**src/rtl/bc_ctrl_pkg.sv**
```systemverilog
// Shared encodings for the basic-computer instruction sequencer: bus sources,
// control-strobe bit positions, ALU functions, opcodes and timing steps.
package bc_ctrl_pkg;

    typedef enum logic [2:0] {
        BUS_NONE = 3'd0,
        BUS_AR   = 3'd1,
        BUS_PC   = 3'd2,
        BUS_DR   = 3'd3,
        BUS_AC   = 3'd4,
        BUS_IR   = 3'd5,
        BUS_TR   = 3'd6,
        BUS_MEM  = 3'd7
    } bus_sel_e;

    typedef enum logic [1:0] {
        ALU_AND     = 2'd0,
        ALU_ADD     = 2'd1,
        ALU_PASS_DR = 2'd2
    } alu_op_e;

    typedef enum logic [2:0] {
        OP_AND  = 3'd0,
        OP_ADD  = 3'd1,
        OP_LDA  = 3'd2,
        OP_STA  = 3'd3,
        OP_BUN  = 3'd4,
        OP_BSA  = 3'd5,
        OP_ISZ  = 3'd6,
        OP_RRIO = 3'd7
    } opcode_e;

    typedef enum logic [2:0] {
        T0 = 3'd0,
        T1 = 3'd1,
        T2 = 3'd2,
        T3 = 3'd3,
        T4 = 3'd4,
        T5 = 3'd5,
        T6 = 3'd6
    } t_step_e;

    localparam int CTL_LD_AR  = 0;
    localparam int CTL_INR_AR = 1;
    localparam int CTL_LD_PC  = 2;
    localparam int CTL_INR_PC = 3;
    localparam int CTL_LD_DR  = 4;
    localparam int CTL_INR_DR = 5;
    localparam int CTL_LD_AC  = 6;
    localparam int CTL_LD_IR  = 7;
    localparam int CTL_LD_TR  = 8;
    localparam int CTL_MEM_WR = 9;
    localparam int CTRL_BITS  = 10;

    // Timing step on which each opcode finishes; RR/IO ends in its T3 wait.
    function automatic logic [2:0] last_step(input opcode_e op);
        case (op)
            OP_STA, OP_BUN:                 return T4;
            OP_AND, OP_ADD, OP_LDA, OP_BSA: return T5;
            OP_ISZ:                         return T6;
            default:                        return T3;
        endcase
    endfunction

endpackage

```
**src/rtl/bc_seq_counter.sv**
```systemverilog
// 3-bit sequence counter (SC) with synchronous reset, clear and increment,
// exposing both the binary step and its one-hot T[6:0] decode.
module bc_seq_counter (
    input  logic       clk,
    input  logic       rst,
    input  logic       clr,
    input  logic       inr,
    output logic [2:0] sc,
    output logic [6:0] t
);

    logic [2:0] sc_q;
    logic [2:0] sc_d;

    always_comb begin
        sc_d = sc_q;
        if (clr) begin
            sc_d = 3'd0;
        end else if (inr) begin
            sc_d = sc_q + 3'd1;
        end
    end

    always_ff @(posedge clk) begin
        if (rst) begin
            sc_q <= 3'd0;
        end else begin
            sc_q <= sc_d;
        end
    end

    // Code 7 is outside T0..T6 and decodes to no step at all.
    assign t  = 7'(8'd1 << sc_q);
    assign sc = sc_q;

endmodule

```
**src/rtl/bc_instr_sequencer.sv**
```systemverilog
// Instruction-cycle sequencer: latches opcode/I at T2 and decodes each timing
// step into bus select, control strobes, ALU function and handshake lines.
module bc_instr_sequencer
    import bc_ctrl_pkg::*;
#(
    parameter int CTRL_W = 16
) (
    input  logic              clk,
    input  logic              rst,
    input  logic              run,
    input  logic [15:0]       ir,
    input  logic              dr_zero,
    input  logic              rr_io_done,
    output logic [2:0]        bus_sel,
    output logic [CTRL_W-1:0] ctrl,
    output logic [1:0]        alu_op,
    output logic              rr_io_req,
    output logic              instr_done,
    output logic [2:0]        t_state
);

    opcode_e              op_q;
    opcode_e              op_d;
    logic                 i_q;
    logic                 i_d;
    logic [2:0]           sc;
    logic [6:0]           t;
    logic                 sc_clr;
    logic                 sc_inr;
    bus_sel_e             bus;
    alu_op_e              alu;
    logic [CTRL_BITS-1:0] ctrl_v;
    logic [2:0]           final_t;
    logic                 unused_ir;

    bc_seq_counter u_sc (
        .clk (clk),
        .rst (rst),
        .clr (sc_clr),
        .inr (sc_inr),
        .sc  (sc),
        .t   (t)
    );

    always_ff @(posedge clk) begin
        if (rst) begin
            op_q <= OP_AND;
            i_q  <= 1'b0;
        end else begin
            op_q <= op_d;
            i_q  <= i_d;
        end
    end

    always_comb begin
        bus        = BUS_NONE;
        alu        = ALU_AND;
        ctrl_v     = '0;
        rr_io_req  = 1'b0;
        instr_done = 1'b0;
        sc_clr     = 1'b0;
        sc_inr     = 1'b0;
        op_d       = op_q;
        i_d        = i_q;
        final_t    = last_step(op_q);

        case (1'b1)
            t[0]: begin
                if (run) begin
                    bus               = BUS_PC;
                    ctrl_v[CTL_LD_AR] = 1'b1;
                    sc_inr            = 1'b1;
                end
            end
            t[1]: begin
                bus                = BUS_MEM;
                ctrl_v[CTL_LD_IR]  = 1'b1;
                ctrl_v[CTL_INR_PC] = 1'b1;
                sc_inr             = 1'b1;
            end
            t[2]: begin
                bus               = BUS_IR;
                ctrl_v[CTL_LD_AR] = 1'b1;
                op_d              = opcode_e'(ir[14:12]);
                i_d               = ir[15];
                sc_inr            = 1'b1;
            end
            t[3]: begin
                if (op_q == OP_RRIO) begin
                    rr_io_req = 1'b1;
                    if (rr_io_done) begin
                        instr_done = 1'b1;
                        sc_clr     = 1'b1;
                    end
                end else begin
                    if (i_q) begin
                        bus               = BUS_MEM;
                        ctrl_v[CTL_LD_AR] = 1'b1;
                    end
                    sc_inr = 1'b1;
                end
            end
            t[4]: begin
                case (op_q)
                    OP_AND, OP_ADD, OP_LDA, OP_ISZ: begin
                        bus               = BUS_MEM;
                        ctrl_v[CTL_LD_DR] = 1'b1;
                    end
                    OP_STA: begin
                        bus                = BUS_AC;
                        ctrl_v[CTL_MEM_WR] = 1'b1;
                    end
                    OP_BUN: begin
                        bus               = BUS_AR;
                        ctrl_v[CTL_LD_PC] = 1'b1;
                    end
                    OP_BSA: begin
                        bus                = BUS_PC;
                        ctrl_v[CTL_MEM_WR] = 1'b1;
                        ctrl_v[CTL_INR_AR] = 1'b1;
                    end
                    default: ;
                endcase
            end
            t[5]: begin
                case (op_q)
                    OP_AND: begin
                        ctrl_v[CTL_LD_AC] = 1'b1;
                        alu               = ALU_AND;
                    end
                    OP_ADD: begin
                        ctrl_v[CTL_LD_AC] = 1'b1;
                        alu               = ALU_ADD;
                    end
                    OP_LDA: begin
                        ctrl_v[CTL_LD_AC] = 1'b1;
                        alu               = ALU_PASS_DR;
                    end
                    OP_BSA: begin
                        bus               = BUS_AR;
                        ctrl_v[CTL_LD_PC] = 1'b1;
                    end
                    OP_ISZ: begin
                        ctrl_v[CTL_INR_DR] = 1'b1;
                    end
                    default: ;
                endcase
            end
            t[6]: begin
                if (op_q == OP_ISZ) begin
                    bus                = BUS_DR;
                    ctrl_v[CTL_MEM_WR] = 1'b1;
                    ctrl_v[CTL_INR_PC] = dr_zero;
                end
            end
            default: sc_clr = 1'b1;
        endcase

        // Execute steps past an opcode's final step are unreachable and simply recover to T0.
        if (t[4] || t[5] || t[6]) begin
            if (sc == final_t) begin
                instr_done = 1'b1;
                sc_clr     = 1'b1;
            end else if (sc > final_t) begin
                sc_clr = 1'b1;
            end else begin
                sc_inr = 1'b1;
            end
        end
    end

    assign bus_sel   = bus;
    assign alu_op    = alu;
    assign ctrl      = CTRL_W'(ctrl_v);
    assign t_state   = sc;
    assign unused_ir = ^ir[11:0];

endmodule

```
**config.mk**
```make
export PLATFORM = sky130hd
export DESIGN_NAME = bc_instr_sequencer
export DESIGN_NICKNAME = d
export VERILOG_FILES = /design/src/rtl/bc_ctrl_pkg.sv /design/src/rtl/bc_seq_counter.sv /design/src/rtl/bc_instr_sequencer.sv
export SDC_FILE = /design/constraint.sdc
export NUM_CORES = 1
export LEC_CHECK = 0
export BUFFER_PORTS_ARGS = -buffer_cell sky130_fd_sc_hd__buf_2
export CAP_MARGIN = 20
export CORE_AREA = 4 4 51 53
export CTS_CLUSTER_DIAMETER = 80
export DETAILED_ROUTE_END_ITERATION = 8
export DIE_AREA = 0 0 55 57
export PLACE_DENSITY_LB_ADDON = 0.08
export SETUP_SLACK_MARGIN = 0.2
export SYNTH_ARGS = -nofsm -noshare
export SYNTH_HDL_FRONTEND = slang
export SYNTH_SLANG_ARGS = --single-unit
```
**constraint.sdc**
```tcl
create_clock -name clk -period 3.64 [get_ports clk]
set_clock_uncertainty 0.1 [all_clocks]
set_input_delay 0.364 -clock clk [delete_from_list [all_inputs] [get_ports clk]]
set_output_delay 0.364 -clock clk [all_outputs]
set_load 0.01 [all_outputs]
```
==> flow_summary_export.csv <==
group,metric,value,unit
synthesis,syn_area,928,um^2
synthesis,ys_async_sr_fraction,0,
clock_network,cts_tree,"built",
finish,diodes,0,
synthesis,yosys_warnings,0,
clock_network,clock_sinks,7,
global_routing,grt.total_usage,0.158,
critical_path,slowest_delay,0.70,ns
synthesis,synthTopCellsByArea,"dfxtp_1 15%, ha_1 11%, buf_4 7.3%",
critical_path,worstSetupEndpointType,"output port",
route,post_drt_wl_per_cell,13.3,um
flow_run,drv_cap,0,
critical_path,r2r-start,"op_q[0]$_SDFFE_PP0P_",
finish,fin_nets,174,
route,initialDrtViolationCount,22,
worst_hold_path,min_to,"op_q[1]$_SDFFE_PP0P_",
sta,setup_viol,0,
synthesis,synthesis.instances,119,
finish,area_growth,13.3,%
clock_network,cts-root-buf,"clkbuf_4",
global_routing,grt_max_degree,18,
clock_network,cts_made_buffers,3,
sta,worst_slack,0.700,ns
floorplan,start_util,0.432,
critical_path,critPathSlowestCell,"dfxtp_1",
critical_path,critical_path_arrival,2.48,ns
synthesis,synth_most_common_cell,"a21oi_1",
synthesis,netlist.area_leader.share,0.151,
synthesis,synthTopCellsByCount,"11 x a21oi_1, 9 x buf_4, 9 x nand2_1, 9 x nand2b_1, 9 x nor2_1",
finish,utilization,0.490,
critical_path,reg2reg_slack,1.22,ns
critical_path,timing.rr.end,"u_sc.sc[1]$_SDFFE_PP0P_",
clock_network,htreeDepth,1,
route,drt_wl_total,2.28,mm
sta,fin_crit_sh,0.808,
placement,gp_congestion,0.804,
sta,rsz0062_at_grt,"false",
synthesis,ys.flop_type,"dfxtp_1",
pwr,vdd_ir_drop_max,0.311,mV
clock_network,post_cts_buffers,0,
critical_path,crit_type,"reg2out",
critical_path,cp.required,3.18,ns
clock_network,path_clk_slew,0.05,ns
floorplan,num_rows,17,
critical_path,critPathLaunchType,"flip-flop",
global_routing,antenna_found_initial,0,
sta,worst_pin_slew,0.602,ns
critical_path,worstPathMaxFanout,17,
worst_hold_path,whs_path_depth,2,
synthesis,synth_edf_count,0,
synthesis,seq_area_frac_synth,0.151,
floorplan,core-area,2150,um^2
placement,portBuffers,27,
floorplan,io_pins,47,
route,drc_errors,0,
global_routing,grt_pass1_wl,3.70,mm
route,viasPerCell,5.34,
floorplan,dieWidth,55,um
critical_path,r2r_cells,7,
finish,drive_above_1_share,0.306,
pwr,p_leak,0.447,nW
global_routing,grt-ovfl-total,0,
synthesis,avgSynthCellArea,7.80,um^2
sta,max_freq,0.340,GHz
sta,fin_crit,2.94,ns
synthesis,ys_ff_latch,7,
synthesis,synth_largest_area_cell,"dfxtp_1",
critical_path,cpMostUsedCell,"inv_2",
global_routing,first_global_vias,846,
synthesis,yosysUniqueCellTypes,36,
clock_network,ctsResizeCount,0,
floorplan,die_area,3140,um^2
route,num_vias,918,
clock_network,hold_buffers,0,
floorplan,die_y,57,um
pwr,pwr_density_cell,591,nW/um^2
route,ant_nets,0,
placement,post-place-ws,1.01,ns
clock_network,cts_buffer_depth,2,
sta,slew_headroom,0.598,
placement,hpwl,1.79,mm
sta,slew_violations,0,
clock_network,worst_skew_pair.late_latency,0.26,ns
worst_hold_path,hp-class,"in2reg",
sta,finalSetupTns,0,ns
critical_path,worstPathCellList,"inv_2 > ha_1 > inv_2 > nand2_1 > or3_1 > nor3b_1 > buf_2",
worst_hold_path,worstHoldStart,"rst",
sta,hold_viol,0,
route,dr.pass1.iters,4,
run_status,status,"finished, final reports clean",
## metrics by stage
step	cells	power [W]	hold slack, ns	instance area [um^2]
after global placement	168	0.000544	0.451	1030
after detailed placement	168	0.000546	0.446	1030
after CTS	172	0.000623	0.219	1050
after global routing	172	0.000680	0.228	1050
after floorplan	125	0.000456	0.336	951
final	172	0.000621	0.217	1050
## cells in the final DEF, fill, tap and decap left out, types with 2 or more instances in the layout
cell	instances
o2111ai_1	5
ha_1	8
mux2i_1	6
o21ai_0	3
clkbuf_4	3
buf_2	27
dfxtp_1	7
inv_1	3
nor2_1	9
nand2_1	9
conb_1	7
nor4_1	2
nor3_1	4
a21oi_1	11
nor3_2	3
inv_2	3
nand3_1	5
o211ai_1	2
nand2b_1	9
mux2_2	2
## routing by layer
metal | wire length (um) | track usage | up-vias
met2 | 1080 | 0.252 | 37
met4 | 35 | 0.0729 | 0
met1 | 1030 | 0.199 | 406
met5 | 0 | 0 | -
met3 | 138 | 0.0313 | 4
li1 | - | - | 471
## state kept, by name, summed over array words and instances (netlist names)
| signal | cells |
|---|---|
| op_q | 3 |
| u_sc.sc | 3 |
| i_q | 1 |
## area by class of cell
| cell class | count | area [um^2] |
|---|---|---|
| multi-input combinational | 99 | 688 |
| timing repair buffer | 27 | 135 |
| sequential | 7 | 140 |
| inverter | 7 | 27.5 |
| clock buffer | 4 | 26.3 |
| tap | 28 | 35.0 |
| fill | 221 | 1100 |
## cell families (layout without fill, tap and decap cells)
| logic type | after synthesis | count (layout) | synth area share |
|---|---|---|---|
| and+or+nand+nor | 45 | 45 | 0.268 |
| other | 1 | 7 | 0.00404 |
| muxes | 8 | 8 | 0.0889 |
| buffers and inverters | 19 | 38 | 0.132 |
| AOI/OAI and AO/OA | 31 | 31 | 0.248 |
| adders and majority gates | 8 | 8 | 0.108 |
| DFF | 7 | 7 | 0.151 |
## worst max-delay path: cells and delay by family, from the launching register on
kind | cells | cell delay (ns)
fa+ha+maj | 1 | 0.32
buf+inv | 3 | 0.46
flops | 1 | 0.70
simple gates | 3 | 0.73
## where the power goes
group	switching [W]	total, W	internal, W	leakage, nW
combinational	0.000249	0.000424	0.000176	0.375
clock	0.0000325	0.0000746	0.0000421	0.0150
sequential	0.0000321	0.000123	0.0000906	0.0569
## worst max-delay path by stage
stage                            to  slack (ns)                    start  cells past startpoint
after floorplan           alu_op[0]        1.40  u_sc.sc[0]$_SDFFE_PP0P_                      7
after detailed placement  alu_op[0]        1.01  u_sc.sc[2]$_SDFFE_PP0P_                      7
final                     alu_op[0]        0.70  u_sc.sc[2]$_SDFFE_PP0P_                      7
after global routing      alu_op[0]        0.45  u_sc.sc[2]$_SDFFE_PP0P_                      7
after CTS                 alu_op[0]        0.71  u_sc.sc[2]$_SDFFE_PP0P_                      7
after global placement    alu_op[0]        1.01  u_sc.sc[2]$_SDFFE_PP0P_                      7
No activity file was read; power rests on OpenSTA's default activity.
